File: src/rtl/reg_file_pkg.sv
// rtl/reg_file_pkg.sv - shared types and default constants for the context-switching register file
package reg_file_pkg;

    typedef enum logic [1:0] {
        CTX_IDLE    = 2'd0,
        CTX_SAVE    = 2'd1,
        CTX_RESTORE = 2'd2
    } ctx_state_t;

    localparam int DEF_DATA_W   = 16;
    localparam int DEF_NUM_REGS = 16;
    localparam int DEF_SP_RESET = 1024;
    localparam int DEF_ACC_IDX  = 15;
    localparam int DEF_FLAG_IDX = 3;
    localparam int DEF_SP_IDX   = 1;

endpackage

File: src/rtl/reg_file_ctx_seq.sv
// rtl/reg_file_ctx_seq.sv - save/restore sequencer stepping an index across the register bank
//
// Ports:
//   clock, reset_n          clock and synchronous active-low reset
//   ctx_save, ctx_restore   requests, sampled only while idle (save wins)
//   busy                    a copy is in progress
//   ctx_done                one-cycle pulse after the last copy
//   copy_en                 perform a copy step this cycle
//   copy_dir                0 = RF -> shadow, 1 = shadow -> RF
//   idx                     register index copied this cycle
module reg_file_ctx_seq
    import reg_file_pkg::*;
#(
    parameter int NUM_REGS = DEF_NUM_REGS,
    parameter int AW       = $clog2(NUM_REGS)
) (
    input  logic          clock,
    input  logic          reset_n,
    input  logic          ctx_save,
    input  logic          ctx_restore,
    output logic          busy,
    output logic          ctx_done,
    output logic          copy_en,
    output logic          copy_dir,
    output logic [AW-1:0] idx
);

    localparam logic [AW-1:0] LAST_IDX = AW'(NUM_REGS - 1);

    ctx_state_t    state, state_next;
    logic [AW-1:0] idx_q, idx_next;
    logic          done_q, done_next;

    always_ff @(posedge clock) begin
        if (!reset_n) begin
            state  <= CTX_IDLE;
            idx_q  <= '0;
            done_q <= 1'b0;
        end else begin
            state  <= state_next;
            idx_q  <= idx_next;
            done_q <= done_next;
        end
    end

    always_comb begin
        state_next = state;
        idx_next   = idx_q;
        done_next  = 1'b0;
        case (state)
            CTX_IDLE: begin
                idx_next = '0;
                if (ctx_save) begin
                    state_next = CTX_SAVE;
                end else if (ctx_restore) begin
                    state_next = CTX_RESTORE;
                end
            end
            CTX_SAVE, CTX_RESTORE: begin
                idx_next = idx_q + 1'b1;
                if (idx_q == LAST_IDX) begin
                    state_next = CTX_IDLE;
                    done_next  = 1'b1;
                end
            end
            default: state_next = CTX_IDLE;
        endcase
    end

    assign busy     = (state != CTX_IDLE);
    assign copy_en  = (state != CTX_IDLE);
    assign copy_dir = (state == CTX_RESTORE);
    assign ctx_done = done_q;
    assign idx      = idx_q;

endmodule

File: src/rtl/reg_file_ctx.sv
// rtl/reg_file_ctx.sv - parametrised register file with protected registers, bypass and shadow bank
//
// Ports:
//   clock, reset_n            clock and synchronous active-low reset
//   ra_a, ra_b / rd_a, rd_b   two combinational read ports
//   wa, write_data, reg_write general write port (R0 and flag register protected)
//   iszero_write, iszero_data flag register write port
//   acc_data                  stored content of the accumulator register
//   ctx_save, ctx_restore     context save/restore requests
//   busy, ctx_done            sequencer status
module reg_file_ctx
    import reg_file_pkg::*;
#(
    parameter int DATA_W   = DEF_DATA_W,
    parameter int NUM_REGS = DEF_NUM_REGS,
    parameter int ACC_IDX  = DEF_ACC_IDX,
    parameter int FLAG_IDX = DEF_FLAG_IDX,
    parameter int SP_IDX   = DEF_SP_IDX,
    parameter int SP_RESET = DEF_SP_RESET,
    parameter int BYPASS   = 1,
    parameter int AW       = $clog2(NUM_REGS)
) (
    input  logic              clock,
    input  logic              reset_n,
    input  logic [AW-1:0]     ra_a,
    input  logic [AW-1:0]     ra_b,
    output logic [DATA_W-1:0] rd_a,
    output logic [DATA_W-1:0] rd_b,
    input  logic [AW-1:0]     wa,
    input  logic [DATA_W-1:0] write_data,
    input  logic              reg_write,
    input  logic              iszero_write,
    input  logic [DATA_W-1:0] iszero_data,
    output logic [DATA_W-1:0] acc_data,
    input  logic              ctx_save,
    input  logic              ctx_restore,
    output logic              busy,
    output logic              ctx_done
);

    localparam logic [AW-1:0]     FLAG_A = AW'(FLAG_IDX);
    localparam logic [AW-1:0]     ACC_A  = AW'(ACC_IDX);
    localparam logic [DATA_W-1:0] SP_RST = DATA_W'(SP_RESET);

    logic [DATA_W-1:0] rf [NUM_REGS];
    logic [DATA_W-1:0] sh [NUM_REGS];

    logic          copy_en;
    logic          copy_dir;
    logic [AW-1:0] idx;
    logic          wr_ok;
    logic          flag_ok;

    reg_file_ctx_seq #(
        .NUM_REGS (NUM_REGS),
        .AW       (AW)
    ) u_seq (
        .clock       (clock),
        .reset_n     (reset_n),
        .ctx_save    (ctx_save),
        .ctx_restore (ctx_restore),
        .busy        (busy),
        .ctx_done    (ctx_done),
        .copy_en     (copy_en),
        .copy_dir    (copy_dir),
        .idx         (idx)
    );

    // R0 is never written so it reads zero; the flag register only takes iszero writes.
    assign wr_ok   = reg_write && !busy && (wa != '0) && (wa != FLAG_A);
    assign flag_ok = iszero_write && !busy;

    always_ff @(posedge clock) begin
        if (!reset_n) begin
            for (int i = 0; i < NUM_REGS; i++) begin
                rf[i] <= (i == SP_IDX) ? SP_RST : '0;
                sh[i] <= '0;
            end
        end else if (copy_en) begin
            if (copy_dir) begin
                // Index 0 still takes its cycle but R0 is left untouched.
                if (idx != '0) begin
                    rf[idx] <= sh[idx];
                end
            end else begin
                sh[idx] <= rf[idx];
            end
        end else begin
            if (wr_ok) begin
                rf[wa] <= write_data;
            end
            if (flag_ok) begin
                rf[FLAG_A] <= iszero_data;
            end
        end
    end

    // Bypass terms use the already busy-gated accept signals, so no bypass while busy.
    always_comb begin
        rd_a = rf[ra_a];
        rd_b = rf[ra_b];
        if (BYPASS != 0) begin
            if (wr_ok && (wa == ra_a)) rd_a = write_data;
            if (wr_ok && (wa == ra_b)) rd_b = write_data;
            if (flag_ok && (ra_a == FLAG_A)) rd_a = iszero_data;
            if (flag_ok && (ra_b == FLAG_A)) rd_b = iszero_data;
        end
    end

    assign acc_data = rf[ACC_A];

endmodule

File: config.mk
export PLATFORM = sky130hd
export DESIGN_NAME = reg_file_ctx
export DESIGN_NICKNAME = d
export VERILOG_FILES = /design/src/rtl/reg_file_pkg.sv /design/src/rtl/reg_file_ctx_seq.sv /design/src/rtl/reg_file_ctx.sv
export SDC_FILE = /design/constraint.sdc
export NUM_CORES = 1
export LEC_CHECK = 0
export CAP_MARGIN = 10
export CORE_ASPECT_RATIO = 1.2
export CORE_MARGIN = 3
export CORE_UTILIZATION = 45
export CTS_CLUSTER_DIAMETER = 80
export DETAILED_ROUTE_END_ITERATION = 10
export PLACE_DENSITY_LB_ADDON = 0.2
export SLEW_MARGIN = 25
export SYNTH_ARGS = -nofsm -noshare
export SYNTH_HDL_FRONTEND = slang
export SYNTH_SLANG_ARGS = --single-unit
File: constraint.sdc
create_clock -name clock -period 3.87 [get_ports clock]
set_input_delay 0.387 -clock clock [delete_from_list [all_inputs] [get_ports clock]]
set_output_delay 0.387 -clock clock [all_outputs]
set_load 0.02 [all_outputs]
Yosys cells after proc, flatten, opt, wreduce, memory -nomap -nowiden
Memory sizes are Yosys's and may differ from the RTL's. A register that Yosys moved wholly into a read port is not among the register bits.
Index checks and enable logic that the tools add are counted.
{"block": "totals", "ff_bits": 7, "ramBits": 512, "in_bits": 50, "output_inout_bits": 50, "word_cells": 79, "memories": 2}
{"name": "rf", "words": 16, "word_bits": 16, "read_ports": 4, "rd_clocked_by_memory_dff": 1, "wr": 16, "line": "reg_file_ctx.sv:45", "source": "logic [DATA_W-1:0] rf [NUM_REGS];"}
{"name": "sh", "words": 16, "word_bits": 16, "read_ports": 1, "rd_clocked_by_memory_dff": 1, "wr": 16, "line": "reg_file_ctx.sv:46", "source": "logic [DATA_W-1:0] sh [NUM_REGS];"}
{"block": "op_classes", "n_addsub": 1, "eq_ne": 10, "mux": 42, "n_bitwise": 1, "reduce_logical": 20}
{"operator": "two-way mux 16 bit", "n": 8}
{"operator": "OR reduction 16 bit", "n": 3}
{"operator": "two-way mux 4 bit", "n": 7}
{"operator": "two-way mux 1 bit", "n": 22}
{"operator": "== test 4 x 2 -> 1 bit (second input constant)", "n": 2}
{"operator": "== test 4 bit", "n": 2}
{"operator": "logical AND 1 bit", "n": 8}
{"operator": "case mux 4 bit (2 select lines)", "n": 1}
{"operator": "nonzero test 4 bit", "n": 2}
{"operator": "two-way mux 2 bit", "n": 3}
{"operator": "adder 4 x 1 -> 4 bit (second input constant)", "n": 1}
{"operator": "== test 4 bit (second input constant)", "n": 1}
{"operator": "inequality test 4 x 2 -> 1 bit (second input constant)", "n": 1}
{"operator": "case mux 2 bit (2 select lines)", "n": 1}
{"operator": "AND reduction 2 bit", "n": 2}
{"operator": "nonzero test 2 bit", "n": 2}
{"operator": "inequality test 3 bit (second input constant)", "n": 1}
{"operator": "== test 2 x 1 -> 1 bit (second input constant)", "n": 1}
{"operator": "== test 2 bit (second input constant)", "n": 1}
{"operator": "zero test 2 bit", "n": 1}
{"operator": "inequality test 2 x 1 -> 1 bit (second input constant)", "n": 1}
{"operator": "OR reduction 2 bit", "n": 1}
{"operator": "zero test 1 bit", "n": 1}
{"operator": "bitwise OR 1 bit", "n": 1}

Longest topological paths before layout
{"block": "logic_depth", "word_depth": 11, "mapped_depth": 9}

Cells and area by module
A second synthesis with hierarchy kept.
{"block": "hier_totals", "cells_unflattened": 2102, "area_unflattened_um2": 28288.4}
{"module": "reg_file_ctx", "n_inst": 1, "cells_each": 2060, "area_per_inst_um2": 27904.3, "seq_area_each_um2": 15374.7}
{"module": "reg_file_ctx_seq", "n_inst": 1, "cells_each": 42, "area_per_inst_um2": 384.1, "seq_area_each_um2": 140.1}

Worst setup path after synthesis
Ideal clock, no wire load.
{"block": "synth_path", "kind": "reg-to-reg", "startpoint": "register u_seq.state[0]", "endpoint": "memory rf[11][0] (netlist name) (enable)", "arrival_ns": 2.990, "required_ns": 3.459, "setup_slack_ns": 0.469, "stages_incl_launch_ff": 9, "period_less_slack_ns": 3.401, "path_cell_list": "dfxtp_1 inv_1 ha_1 buf_2 nand3b_1 a2111oi_4 nor2_1 buf_2 o21ai_0"}
{"item": "start, declared", "line": "reg_file_ctx_seq.sv:30", "source": "ctx_state_t state, state_next;"}
{"item": "start signal, assigned", "line": "reg_file_ctx_seq.sv:40", "source": "state <= state_next;"}
{"item": "end, declared", "line": "reg_file_ctx.sv:45"}

Worst setup path after layout
{"block": "layout_path", "startpoint": "register u_seq.state[1]", "endpoint": "output rd_a[3]"}
{"block": "layout_via", "elab_chain_len": 8}
{"item": "nonzero test 2 bit *", "line": "reg_file_ctx_seq.sv:70", "source": "assign busy = (state != CTX_IDLE);"}
{"item": "zero test 1 bit *", "line": "reg_file_ctx.sv:70, reg_file_ctx.sv:71"}
{"item": "logical AND 1 bit (3 in series)", "line": "reg_file_ctx.sv:70", "source": "assign wr_ok = reg_write && !busy && (wa != '0) && (wa != FLAG_A);"}
{"item": "logical AND 1 bit", "line": "reg_file_ctx.sv:103", "source": "if (wr_ok && (wa == ra_a)) rd_a = write_data;"}
{"item": "two-way mux 16 bit", "line": "reg_file_ctx.sv:103"}
{"item": "two-way mux 16 bit *", "line": "reg_file_ctx.sv:105", "source": "if (flag_ok && (ra_a == FLAG_A)) rd_a = iszero_data;"}
{"item": "end, declared", "line": "reg_file_ctx.sv:27", "source": "output logic [DATA_W-1:0] rd_a,"}
Every way passes the cells marked *; elsewhere a longest branch is shown, timed or not.

==> metrics.md <==
| Metric | Value |
|---|---|
| Outcome | complete, no violations |
| Final Util | 0.514 |
| Synth Flop Type | edfxtp_1 |
| Synth area leader | edfxtp_1 |
| Die X-Extent | 237 um |
| Post-Syn Instances | approximately 2000 |
| CP arrival | roughly 3.3 ns |
| Drt drc | 0 |
| Nets | around 2100 |
| Area contributors post-synth | edfxtp_1 53%, mux4_2 20%, nor2_1 3.9% |
| Maximum fanout along the worst path | 11 |
| Total CTS buffers | 54 |
| Top-count cell post-synth | edfxtp_1 |
| Global router's overall resource usage | 0.282 |
| Fill cell total of the finished layout | roughly 5300 |
| DR iter-0 viols | around 2600 |
| Gpl congestion | 0.913 |
| Post-synth EDFFs | just over 500 |
| Share of layout cells above drive strength 1 | 0.258 |
| Multi-input gate area | between 10000 and 15000 um^2 |
| Resized Gates After CTS | 0 |
| Endpoints failing hold | 0 |
| Hold Crit Class | input pin to register |
| Core ar. | about 63000 um^2 |
| Final WS setup | approximately 0.22 ns |
| Avg WL per Cell | approximately 33 um |
| Clock Skew | roughly 0.055 ns |
| WP data required | roughly 3.5 ns |
| First-pass GRT wire length | between 100 and 150 mm |
| DP Worst Slack | just over 0.4 ns |
| First-pass detailed-route iteration total | 5 |
| Max-slew violations | 0 |
| Slew Limit Headroom | 0.404 |
| Die area | approximately 67000 um^2 |
| Largest net degree at the start of global routing | 46 |
| Unrepaired setup endpoints after global routing | no |
| Fmax | approximately 270 MHz |
| Final Cycle Share | 0.942 |
| Buffers on Ports | 99 |
| Min Tclk post-route | 3.65 ns |
| Via count | ~20000 |
| Average size of a mapped cell | 14.3 um^2 |
| Yosys reg bits | roughly 520 |
| Die height | approximately 280 um |
| Post-DP HPWL | between 60 and 70 mm |
| Synth Cell Area | between 20000 and 30000 um^2 |
| Startpoint type of the worst setup path | register |
| Antenna violations before repair | 5 |
| Synth Net Count | approximately 2100 |
| Final setup TNS | 0 ns |
| Clock tree sinks | approximately 520 |
| Max_cap viols | 0 |
| Clock latency on the worst-skew pair | around 0.65 ns |
| Power density over cell area | 459 nW/um^2 |
| Synth top area share | 0.533 |
| Nature of the critical path endpoint | primary output |
| Post-synthesis sequential area ratio | 0.541 |
| Area grow syn2layout | 12.8% |
| Vias per cell | 6.77 |
| Num ports | 100 |
| Critical path type | register to primary output |
| Yosys cell types | 53 |
| Storage cell area | between 15000 and 20000 um^2 |
| Detailed Route WL | just under 100 mm |
| Fraction of registers with async set or reset after synthesis | 0 |
| Post-CTS setup buffers | 0 |
| CTS tree | built |
| H-tree depth | 2 |
| Total grt overflow | 0 |
| Max Buffers Root-to-Sink | 3 |
| Post-CTS Hold Fix Bufs | 0 |
| Synth warn | 0 |
| Setup-failing EPs final | 0 |
| Initial Utilization | 0.456 |
| Root Buffer | clkbuf_16 |
| Leak | about 10 nW |
| Rows | between 100 and 150 |
| Commonest cells in the synthesized netlist | 512 x edfxtp_1, 301 x nor2_1, 256 x mux4_2 |
| Worst-margin pin slew | slightly below 0.9 ns |
| Number of global-route vias before repair | between 20000 and 25000 |
| Worst-path clk slew | around 0.070 ns |
| Antenna-violating nets left | 0 |
| Peak VDD IR | ~0.38 mV |
cell type report:
class	instances	share of cell area
repair buffers	213	0.0608
flip-flops and latches	523	0.480
clock buffers	68	0.0438
multi-input cells	1266	0.374
diodes	3	0.000231
clock inverters	33	0.00869
well taps	824	0.0317
inverters	10	0.00115
critical path, stage by stage (launching register included):
cell	delay, ns
dfxtp_1	0.40
inv_1	0.07
ha_1	0.24
and2_1	0.22
and4_2	0.39
a21o_1	0.25
buf_4	0.18
o211ai_1	0.20
clkdlybuf4s50_1	0.64
kinds of logic (layout without fill, tap and decap cells):
kind of cell             count (synthesis)  count (layout)  share of synthesized area
AND/OR/NAND/NOR                        484             484                     0.0693
AO/OA/AOI/OAI                          462             462                      0.125
flip-flops                             523             523                      0.541
buffers and inverters                  232             324                     0.0419
XOR/XNOR                                 9               9                    0.00273
other                                    0               3                          0
multiplexers                           304             304                      0.217
adder cells (fa/ha/maj)                  7               7                    0.00304
stage by stage:
step                std cells  power [W]  hold WS (ns)  instance area (um^2)
CTS                      2937     0.0150         0.205                 32500
floorplan                2021    0.00878         0.473                 28800
global route             2937     0.0154         0.232                 32500
detailed placement       2836    0.00995         0.508                 30800
finish                   2940     0.0149         0.245                 32500
global placement         2836    0.00990         0.494                 30800
per-layer routing:
metal	track usage	vias to the layer above	part of all wire
met5	0	-	0.00034
met4	0.142	4	0.059
met3	0.0570	266	0.096
met2	0.457	1208	0.48
met1	0.362	10200	0.37
li1	-	8192	-
worst paths after layout:
check	endpoint	from	slack, ns	cells past startpoint
max	rd_a[3]	u_seq.state[1]	0.22	8
min reg2reg	u_seq.state[0]	u_seq.state[0]	0.51	2
max reg2reg	rf[10][15]	u_seq.state[1]	0.74	7
min	u_seq.state[0]	reset_n	0.25	2
power breakdown:
| part | switching (W) | leakage (nW) | internal, W | total (W) |
|---|---|---|---|---|
| logic | 0.00207 | 4.14 | 0.00109 | 0.00317 |
| clock network | 0.00231 | 0.828 | 0.00276 | 0.00507 |
| registers | 0.000215 | 5.39 | 0.00650 | 0.00671 |
| total | 0.00459 | 10.4 | 0.0104 | 0.0149 |
layout by cell type (no fill, tap or decap), types with 8 or more instances in the layout:
cell and count:
a211oi_1 135, a211oi_2 9, a21boi_0 21, a21oi_1 78, a21oi_2 19, a22o_1 86, a22oi_1 33, and2_1 10
buf_12 12, buf_4 105, clkbuf_1 12, clkbuf_16 54, clkdlybuf4s50_1 94, clkinv_1 13, clkinv_2 12, edfxtp_1 512
inv_1 10, mux2_2 16, mux2i_1 32, mux4_2 256, nand2_1 104, nand3_1 31, nor2_1 300, nor2b_1 9
o211ai_1 24, o21ai_2 9, o21ai_4 16, xor2_1 8
registers in the layout, summed over array words and instances, names as in the netlist, named ones only:
| signal | count |
|---|---|
| rf | 256 |
| sh | 256 |
| u_seq.ctx_done | 1 |
| u_seq.idx | 4 |
| u_seq.state | 2 |
Power figures use the tool's default switching activity.
